$ cat src/rtl/hpu_pkg.sv
// Shared types and default sizing for the HPU trigger-event path.
// No ports; imported by hpu_trig_evt_arb.
package hpu_pkg;

  typedef enum logic {
    ARB  = 1'b0,
    HOLD = 1'b1
  } trig_arb_st_e;

  localparam int TRIG_CH_NUM    = 4;
  localparam int TRIG_EVT_DEPTH = 4;
  localparam int TRIG_EVT_DW    = 32;

endpackage

$ cat src/rtl/hpu_trig_evt_fifo.sv
// One DEPTH x DATA_W event FIFO with synchronous flush.
// Ports: clk_i/rst_ni, flush_i, push_i/data_i, pop_i/head_o, full_o, empty_o, lvl_o.
module hpu_trig_evt_fifo #(
  parameter int DEPTH  = 4,
  parameter int DATA_W = 32,
  localparam int AW    = $clog2(DEPTH)
) (
  input  logic              clk_i,
  input  logic              rst_ni,
  input  logic              flush_i,
  input  logic              push_i,
  input  logic [DATA_W-1:0] data_i,
  input  logic              pop_i,
  output logic [DATA_W-1:0] head_o,
  output logic              full_o,
  output logic              empty_o,
  output logic [AW:0]       lvl_o
);

  logic [AW:0]       wptr_q;
  logic [AW:0]       rptr_q;
  logic [DATA_W-1:0] mem_q [DEPTH];
  logic              push_ok;
  logic              pop_ok;

  assign full_o  = (wptr_q[AW] != rptr_q[AW]) &&
                   (wptr_q[AW-1:0] == rptr_q[AW-1:0]);
  assign empty_o = (wptr_q == rptr_q);
  assign lvl_o   = wptr_q - rptr_q;
  assign head_o  = mem_q[rptr_q[AW-1:0]];

  assign push_ok = push_i && !full_o && !flush_i;
  assign pop_ok  = pop_i && !empty_o && !flush_i;

  always_ff @(posedge clk_i or negedge rst_ni) begin
    if (!rst_ni) begin
      wptr_q <= '0;
      rptr_q <= '0;
    end else if (flush_i) begin
      wptr_q <= '0;
      rptr_q <= '0;
    end else begin
      if (push_ok) wptr_q <= wptr_q + 1'b1;
      if (pop_ok)  rptr_q <= rptr_q + 1'b1;
    end
  end

  // Payload storage needs no reset: empty slots are never presented.
  always_ff @(posedge clk_i) begin
    if (push_ok) mem_q[wptr_q[AW-1:0]] <= data_i;
  end

endmodule

$ cat src/rtl/hpu_trig_evt_arb.sv
// Multi-channel trigger-event collector: per-channel FIFOs merged by a
// round-robin arbiter into one valid/ready stream. Ports: clk_i, rst_ni,
// evt_vld_i/evt_data_i/evt_rdy_o (per channel), out_vld_o/out_data_o/
// out_ch_o/out_rdy_i, flush_i, ch_lvl_o. Option: HPU_TRIG_CH0_PRIO_EN
// makes channel 0 strict priority.
module hpu_trig_evt_arb
  import hpu_pkg::*;
#(
  parameter int CH_NUM  = TRIG_CH_NUM,
  parameter int DEPTH   = TRIG_EVT_DEPTH,
  parameter int DATA_W  = TRIG_EVT_DW,
  localparam int CH_W   = $clog2(CH_NUM),
  localparam int LW     = $clog2(DEPTH) + 1
) (
  input  logic                     clk_i,
  input  logic                     rst_ni,
  input  logic [CH_NUM-1:0]        evt_vld_i,
  input  logic [CH_NUM*DATA_W-1:0] evt_data_i,
  output logic [CH_NUM-1:0]        evt_rdy_o,
  output logic                     out_vld_o,
  output logic [DATA_W-1:0]        out_data_o,
  output logic [CH_W-1:0]          out_ch_o,
  input  logic                     out_rdy_i,
  input  logic                     flush_i,
  output logic [CH_NUM*LW-1:0]     ch_lvl_o
);

  logic [CH_NUM-1:0] full;
  logic [CH_NUM-1:0] empty;
  logic [CH_NUM-1:0] push;
  logic [CH_NUM-1:0] pop;
  logic [DATA_W-1:0] head [CH_NUM];

  trig_arb_st_e    st_q, st_d;
  logic [CH_W-1:0] rr_q, rr_d;
  logic [CH_W-1:0] hold_q, hold_d;
  logic [CH_W-1:0] srch;
  logic [CH_W-1:0] grant;
  logic            vld;
  logic            hs;

  assign evt_rdy_o = ~full & {CH_NUM{~flush_i}};
  assign push      = evt_vld_i & evt_rdy_o;

  for (genvar k = 0; k < CH_NUM; k++) begin : g_ch
    hpu_trig_evt_fifo #(
      .DEPTH  (DEPTH),
      .DATA_W (DATA_W)
    ) u_fifo (
      .clk_i   (clk_i),
      .rst_ni  (rst_ni),
      .flush_i (flush_i),
      .push_i  (push[k]),
      .data_i  (evt_data_i[k*DATA_W +: DATA_W]),
      .pop_i   (pop[k]),
      .head_o  (head[k]),
      .full_o  (full[k]),
      .empty_o (empty[k]),
      .lvl_o   (ch_lvl_o[k*LW +: LW])
    );
  end

  // First non-empty channel at or above rr, wrapping.
  always_comb begin
    logic            found;
    logic [CH_W-1:0] ci;
    srch  = '0;
    found = 1'b0;
    for (int i = 0; i < CH_NUM; i++) begin
      ci = CH_W'((int'(rr_q) + i) % CH_NUM);
      if (!found && !empty[ci]) begin
        srch  = ci;
        found = 1'b1;
      end
    end
`ifdef HPU_TRIG_CH0_PRIO_EN
    if (!empty[0]) srch = '0;
`endif
  end

  assign grant = (st_q == HOLD) ? hold_q : srch;
  assign vld   = (st_q == HOLD) || !(&empty);
  assign hs    = vld && out_rdy_i && !flush_i;

  assign out_vld_o  = vld;
  assign out_data_o = vld ? head[grant] : '0;
  assign out_ch_o   = vld ? grant : '0;

  always_comb begin
    pop = '0;
    if (hs) pop[grant] = 1'b1;
  end

  always_comb begin
    st_d   = st_q;
    rr_d   = rr_q;
    hold_d = hold_q;
    unique case (st_q)
      ARB: begin
        if (vld && !out_rdy_i) begin
          st_d   = HOLD;
          hold_d = srch;
        end
      end
      HOLD: begin
        if (out_rdy_i) st_d = ARB;
      end
      default: st_d = ARB;
    endcase
    if (hs) begin
      rr_d = (grant == CH_W'(CH_NUM - 1)) ? '0 : grant + CH_W'(1);
`ifdef HPU_TRIG_CH0_PRIO_EN
      // Channel 0 bypasses the rotation, so it must not disturb it.
      if (grant == '0) rr_d = rr_q;
`endif
    end
    if (flush_i) begin
      st_d   = ARB;
      rr_d   = '0;
      hold_d = '0;
    end
  end

  always_ff @(posedge clk_i or negedge rst_ni) begin
    if (!rst_ni) begin
      st_q   <= ARB;
      rr_q   <= '0;
      hold_q <= '0;
    end else begin
      st_q   <= st_d;
      rr_q   <= rr_d;
      hold_q <= hold_d;
    end
  end

endmodule
$ cat config.mk
export PLATFORM = sky130hd
export DESIGN_NAME = hpu_trig_evt_arb
export DESIGN_NICKNAME = d
export VERILOG_FILES = /design/src/rtl/hpu_pkg.sv /design/src/rtl/hpu_trig_evt_fifo.sv /design/src/rtl/hpu_trig_evt_arb.sv
export SDC_FILE = /design/constraint.sdc
export NUM_CORES = 1
export LEC_CHECK = 0
export BUFFER_PORTS_ARGS = -buffer_cell sky130_fd_sc_hd__buf_2
export CAP_MARGIN = 20
export CORE_MARGIN = 2
export CORE_UTILIZATION = 55
export DETAILED_ROUTE_END_ITERATION = 10
export GPL_TIMING_DRIVEN = 0
export HOLD_SLACK_MARGIN = 0.02
export PLACE_DENSITY = 0.8
export SLEW_MARGIN = 20
export SYNTH_ARGS = -nofsm -noshare
export SYNTH_HDL_FRONTEND = slang
export SYNTH_SLANG_ARGS = --single-unit
$ cat constraint.sdc
create_clock -name clk_i -period 8.7 [get_ports clk_i]
set_clock_uncertainty 0.05 [all_clocks]
set_input_delay 1.74 -clock clk_i [delete_from_list [all_inputs] [get_ports clk_i]]
set_output_delay 1.74 -clock clk_i [all_outputs]
set_load 0.05 [all_outputs]
== After elaboration in Yosys (flattened, before gate mapping) ==
Memories as Yosys holds them, arrays and structs flattened.
Index checks and enable logic that the tools add are counted.
Word-level totals
  register bits: 29
  memory bits (writable): 512
  input bits: 136
  logic and storage cells: 172
  memories kept: 4
Cells by class
  add/sub/neg operators: 16
  order comparisons: 7
  equality and inequality tests: 14
  multiplexer cells: 58
  bitwise logic cells: 6
  reductions and logical operators: 56
Memory list
  g_ch[0].u_fifo.mem_q: words 4, bits a word 32, rd ports 1, clocked after Yosys merged registers in 0, write ports 1, RTL line hpu_trig_evt_fifo.sv:22  | logic [DATA_W-1:0] mem_q [DEPTH];
  g_ch[1].u_fifo.mem_q: words 4, bits a word 32, rd ports 1, clocked after Yosys merged registers in 0, write ports 1, RTL line hpu_trig_evt_fifo.sv:22
  g_ch[2].u_fifo.mem_q: words 4, bits a word 32, rd ports 1, clocked after Yosys merged registers in 0, write ports 1, RTL line hpu_trig_evt_fifo.sv:22
  g_ch[3].u_fifo.mem_q: words 4, bits a word 32, rd ports 1, clocked after Yosys merged registers in 0, write ports 1, RTL line hpu_trig_evt_fifo.sv:22
Operators with widths (number)
  $mux 32: 3
  $bmux 32 s2: 1
  $mux 3: 16
  $logic_and 1x1->1: 27
  $add 3x1->3 const B: 8
  $mux 2: 12
  $reduce_bool 2->1: 10
  $mux 1: 19
  $logic_not 1->1: 16
  $lt 2x3->1 const B: 5
  $eq 3x3->1: 4
  $sub 3x3->3: 4
  $and 4x4->4: 2
  $bmux 1 s2: 4
  $eq 2x2->1: 4
  $add 2x1->2 const B: 2
  $add 2x2->2 const B: 2
  $mux 4: 1
  $ne 1x1->1: 4
  $not 4->4: 1
  $reduce_and 4->1: 1
  $ge 3x3->1 const B: 1
  $not 2->3: 1
  $demux 1 s2: 1
  7 further kinds: 8

== Depth between registers and ports, before layout ==
  word-level depth: 22
  depth in mapped cells: 17

== Cells and area by module ==
Synthesis repeated with hierarchy kept, for this count alone.
Second synthesis, totals
  cells, all modules: 1204
  area, all modules: 22595.4 sq um
Modules (own cells, without submodules)
  hpu_trig_evt_fifo at g_ch[0].u_fifo ...: instances 2, cells an instance 231, area an instance 5175.0 sq um, sequential area each 3993.8 sq um
  hpu_trig_evt_fifo at g_ch[3].u_fifo: instances 1, cells an instance 231, area an instance 5176.2 sq um, sequential area each 3993.8 sq um
  hpu_trig_evt_fifo at g_ch[2].u_fifo: instances 1, cells an instance 230, area an instance 5173.7 sq um, sequential area each 3993.8 sq um
  hpu_trig_evt_arb: instances 1, cells an instance 281, area an instance 1895.6 sq um, sequential area each 125.1 sq um

== Worst setup path before layout ==
OpenSTA, ideal clock, no wires.
  kind: flip-flop to output port
  start point: register g_ch[2].u_fifo.rptr_q[1]
  end point: output port out_data_o[10]
  arrival time: 3.527 ns
  setup slack: 3.383 ns
  stages on the path, launching flop included: 12
  cells stage by stage: dfrtp_1 clkbuf_1 buf_1 inv_1 ha_1 and2_1 nand2_1 or4_1 clkbuf_1 nand2_1 buf_2 o22ai_1
Between the ends
  elaborated cells on any way between the ends: 34
RTL lines
  start, declared: RTL line hpu_trig_evt_fifo.sv:21  | logic [AW:0] rptr_q;
  start signal, assigned: RTL line hpu_trig_evt_fifo.sv:44  | if (pop_ok) rptr_q <= rptr_q + 1'b1;
  $eq 3x3->1: RTL line hpu_trig_evt_fifo.sv:28  | assign empty_o = (wptr_q == rptr_q);
  $reduce_and 4->1: RTL line hpu_trig_evt_arb.sv:82  | assign vld = (st_q == HOLD) || !(&empty);
  $logic_not 1->1: RTL line hpu_trig_evt_arb.sv:82
  $logic_or 1x1->1: RTL line hpu_trig_evt_arb.sv:82
  named net out_vld_o: RTL line hpu_trig_evt_arb.sv:20  | output logic out_vld_o,
  $mux 32: RTL line hpu_trig_evt_arb.sv:86  | assign out_data_o = vld ? head[grant] : '0;
  end, declared: RTL line hpu_trig_evt_arb.sv:21  | output logic [DATA_W-1:0] out_data_o,
The timed path passes the listed nets, and every way through them passes these cells. The select of a mux whose other input is x is not followed.

== Worst setup path after layout ==
  start point: register g_ch[1].u_fifo.rptr_q[1]
  end point: output port out_data_o[5]
Between the ends
  cells in the longest elaborated chain, start to end: 18
  elaborated cells on any way between the ends: 34
Ends and longest elaborated chain
  start, declared: RTL line hpu_trig_evt_fifo.sv:21
  start signal, assigned: RTL line hpu_trig_evt_fifo.sv:44
  $eq 3x3->1: RTL line hpu_trig_evt_fifo.sv:28
  $bmux 1 s2: RTL line hpu_trig_evt_arb.sv:71  | if (!found && !empty[ci]) begin
  $mux 1 (implied by the code): RTL line hpu_trig_evt_arb.sv:71
  $logic_not 1->1: RTL line hpu_trig_evt_arb.sv:71
  $logic_and 1x1->1: RTL line hpu_trig_evt_arb.sv:71
  $mux 1: RTL line hpu_trig_evt_arb.sv:71
  $logic_not 1->1: RTL line hpu_trig_evt_arb.sv:71
  $logic_and 1x1->1: RTL line hpu_trig_evt_arb.sv:71
  $mux 1: RTL line hpu_trig_evt_arb.sv:71
  $logic_not 1->1: RTL line hpu_trig_evt_arb.sv:71
  $logic_and 1x1->1: RTL line hpu_trig_evt_arb.sv:71
  $mux 2: RTL line hpu_trig_evt_arb.sv:71
  $mux 2: RTL line hpu_trig_evt_arb.sv:81  | assign grant = (st_q == HOLD) ? hold_q : srch;
  $not 2->3 (implied by the code): RTL line hpu_trig_evt_arb.sv:86
  $bmux 32 s2: RTL line hpu_trig_evt_arb.sv:86
  $mux 32 (implied by the code) (2 in series): RTL line hpu_trig_evt_arb.sv:86
  $mux 32 (*): RTL line hpu_trig_evt_arb.sv:86
Mark *: on every way between the ends. The rest lies on a longest branch, timed or not. The select of a mux whose other input is x is not followed.

==> out/qor.txt <==
TIMING
--------------------------------------------------------------------------------------
Max-slew violation count                                                             0
Final-report setup violation count                                                   0
Measured slew at the worst slew-check pin                                     0.974 ns
Aggregate negative setup slack                                                    0 ns
Rel. slew slack                                                                  35.1%
Final-report hold violation count                                                    0
Max Freq                                                                       151 MHz
RSZ-0062 raised after global routing                                             false
Worst setup slack after layout                                                 2.08 ns
Final clock period utilization by the worst path                                 76.1%
Post-layout min period                                                         6.62 ns

CLOCK TREE
--------------------------------------------------------------------------------------
Total clock buffers created by CTS                                                  53
TritonCTS clock tree                                                              done
Clock slew at the register clock pins of the worst setup and hold paths        0.06 ns
Worst-skew pair later-pin latency                                              0.56 ns
Clock tree sinks                                                                   541
Count of hold-fix buffers inserted at cts                                            0
Number of buffers inserted by post-CTS setup repair                                  0
Clock tree root buffer cell                                                  clkbuf_16
Number of cells upsized or downsized after cts                                       0
Maximum level of the CTS H-tree                                                      2
Longest Clk Path Bufs                                                                3

GRT
--------------------------------------------------------------------------------------
Wire length of the first global-routing pass                                  68500 µm
Number of antenna violations at the first check in global routing                   19
Largest net degree at the start of global routing                                   30
Number of global-route vias before repair                                        11200
Global route total overflow                                                          0
GRT Util Overall                                                                 22.8%

LOGIC SYNTHESIS
--------------------------------------------------------------------------------------
Share of synthesized area occupied by flip-flops and latches                     74.4%
Unique cell type count in the Yosys netlist                                         49
Yosys warning total                                                                  0
Async set-reset flop share out of synthesis                                      5.36%
Cell count after synthesis                                                        1027
Adder-cell share of the synthesized area                                         2.05%
Dominant synthesized flop cell                                                edfxtp_1
Number of synthesized register bits                                                541
Total standard cell area after synthesis                                    0.0217 mm²
Ranking of synthesized cells by area                                      edfxtp_1, mux4_2, dfrtp_1
Yosys top cell area share                                                        71.0%
XOR/XNOR share of the synthesized area                                          0.757%
Number of enable-type register cells in the synthesized netlist                    512
Mux share of post-synthesis cell area                                            16.9%
Leading area contributor after synthesis                                      edfxtp_1
Synthesized netlist net count                                                     1196
Fraction of the mapped netlist area in compound gates                            2.16%
Synthesized-area fraction occupied by and/or/nand/nor cells                      1.95%
Largest family of logic cells by synthesized area                         multiplexers
Post-Synthesis Mean Instance Area                                             21.1 µm²

WORST SETUP PATH
--------------------------------------------------------------------------------------
Critical Path End Type                                                    primary output
Most frequent cell on the critical path                                       clkbuf_1
Critical register-to-register path startpoint                             g_ch[1].u_fifo.rptr_q[1]
Crit path buffers/inverters                                                          6
Startpoint types                                                                  flop
WP data arrival                                                                4.83 ns
Slowest cell delay on critical path                                            0.59 ns
Slack of the worst reg-to-reg path                                             4.22 ns
Worst Setup Path Type                                                     flop to primary output
Endpoint of the worst-slack reg-to-reg timing path                        g_ch[2].u_fifo.rptr_q[2]
CP Max Fanout                                                                       10
Critical path depth in cells                                                        13
Cell family with most CP delay                                            buffers and inverters
Count of cells along the worst register-to-register path                            15
Sequence of cells on the critical path                                    clkbuf_1 -> clkbuf_1 -> inv_1 -> ha_1 -> and2_0 -> and2_1 -> a311oi_4 -> o31a_1 -> buf_4 -> clkbuf_4 -> mux2i_1 -> o22ai_1 -> buf_2
Required time reported for the critical path endpoint                          6.91 ns
Slowest-stage cell, CP                                                        clkbuf_1

DETAILED ROUTING
--------------------------------------------------------------------------------------
Sum of routed wire length over all layers                                     45900 µm
Wire length per cell after detailed routing                                    24.8 µm
Count of antenna-violating nets left after detailed routing                          0
TritonRoute pass-1 iters                                                             5
Vias per cell                                                                     5.83
Via count of the routed design                                                   10800
Remaining routing DRC violations                                                     0
Initial DRC count                                                                  946

PLACED DESIGN
--------------------------------------------------------------------------------------
IO buf count                                                                       185
Placer Congestion                                                                0.903
Estimated wirelength of the detail-placed design                              32800 µm
Worst slack at placement                                                       2.66 ns

FLOORPLAN
--------------------------------------------------------------------------------------
Vertical die dimension                                                          202 µm
Width of the die                                                                202 µm
Count of standard-cell rows                                                         72
Die Footprint                                                               0.0410 mm²
Initial Utilization                                                              55.9%
Area of the placeable core                                                  0.0387 mm²
I/O pin count                                                                      187

LAYOUT
--------------------------------------------------------------------------------------
Final-stage net count                                                             1452
Sequential cell area                                                        0.0161 mm²
Syn-to-layout area delta                                                         16.5%
Leading cell type in the layout, fill and taps excluded                       edfxtp_1
Share of post-route cells with drive strength above 1                            33.5%
Most frequent cells in the layout                                         edfxtp_1, buf_2, mux4_2
Fill cell count                                                                   2601
Area taken by multi-input logic gates                                      0.00517 mm²

MIN PATH
--------------------------------------------------------------------------------------
Startpoint of the worst hold path                                            hold_q[0]
Worst Hold Depth                                                                     2
Path category of the worst min-delay check                                flop to flop
Worst hold path endpoint                                                     hold_q[0]

STATUS
--------------------------------------------------------------------------------------
Status                                                                    finished, final reports clean

POWER AND IR DROP
--------------------------------------------------------------------------------------
Areal power density over the cells                                          260 mW/mm²
Peak supply drop                                                            0.000200 V
Static Leak                                                                    8.82 nW

RUN
--------------------------------------------------------------------------------------
Total of max-cap violations                                                          0

-- registers in the layout, indices dropped and copies added, names as in the netlist --
name,cells
g_ch.u_fifo.mem_q,512
g_ch.u_fifo.rptr_q,12
g_ch.u_fifo.wptr_q,12
hold_q,2
rr_q,2
st_q,1
-- cells by family (layout without fill, tap and decap cells) --
family | after synthesis | after routing
AOI/OAI and AO/OA | 68 | 68
xor gates and xnor gates | 17 | 17
adders and majority gates | 33 | 33
buffers and inverters | 79 | 372
DFF | 541 | 541
muxes | 204 | 204
other | 0 | 11
and+or+nand+nor | 85 | 85
-- routing by layer --
metal | wire length [µm] | part of all wire, % | track usage [%] | up-vias
li1 | - | - | - | 4754
met1 | 18000 | 39 | 29.9 | 5544
met2 | 23000 | 50 | 37.7 | 360
met3 | 3240 | 7.1 | 5.42 | 103
met4 | 1480 | 3.2 | 8.37 | 20
met5 | 128 | 0.28 | 0 | -
-- per-stage QoR --
step | instances | instance area [µm²] | total power, W | hold WS [ns] | utilization, %
after floorplan | 1027 | 21700 | 0.00406 | 0.437 | -
after global placement | 1730 | 23200 | 0.00447 | 0.461 | 60.0
after detailed placement | 1746 | 23600 | 0.00451 | 0.468 | 61.0
after CTS | 1838 | 25200 | 0.00659 | 0.483 | 65.0
after global routing | 1845 | 25200 | 0.00677 | 0.532 | 65.1
final | 1849 | 25200 | 0.00656 | 0.498 | 65.1
-- worst max-delay path by stage --
stage / slack (ns) / endpoint / from
3_3_place_gp: 2.71 / out_data_o[5] / g_ch[1].u_fifo.rptr_q[1]
2_1_floorplan: 3.38 / out_data_o[10] / g_ch[2].u_fifo.rptr_q[1]
4_1_cts: 2.01 / out_data_o[5] / g_ch[1].u_fifo.rptr_q[1]
3_5_place_dp: 2.66 / out_data_o[5] / g_ch[1].u_fifo.rptr_q[1]
5_1_grt: 1.66 / out_data_o[5] / g_ch[1].u_fifo.rptr_q[1]
6_report: 2.08 / out_data_o[5] / g_ch[1].u_fifo.rptr_q[1]
-- layout make-up --
cell class / instances / area share [%]
clock buffers: 69 / 5.50
inverters: 26 / 0.387
well taps: 518 / 2.57
clock inverters: 23 / 0.729
repair buffers: 201 / 5.15
plain buffers: 53 / 1.20
flip-flops and latches: 541 / 63.9
multi-input cells: 407 / 20.5
diodes: 11 / 0.109
-- tightest hold or removal path, cell delays in order (launching register included) --
cell and delay, ns:
dfrtp_1 0.35, mux2i_1 0.07, nor2_1 0.09
-- cells in the mapped netlist, types with 3 or more instances --
master	instances
edfxtp_1	512
mux4_2	128
mux2i_1	69
clkbuf_1	32
o22ai_1	32
dfrtp_1	29
ha_1	29
inv_1	25
nor2_1	24
nand2_1	20
and3_1	18
xnor2_1	12
a21oi_1	10
buf_2	9
and2_1	7
mux2_2	7
buf_12	5
o21ai_0	5
buf_1	4
fa_1	4
nand3_1	4
o31ai_1	4
nor3b_1	3
xor2_1	3
-- where the power goes --
group          switching (W)  internal (W)
Clock               0.000894       0.00120
Sequential         0.0000289       0.00294
Combinational        0.00103      0.000462
Total                0.00195       0.00461
Note: power is estimated with default switching activity, not from simulation.
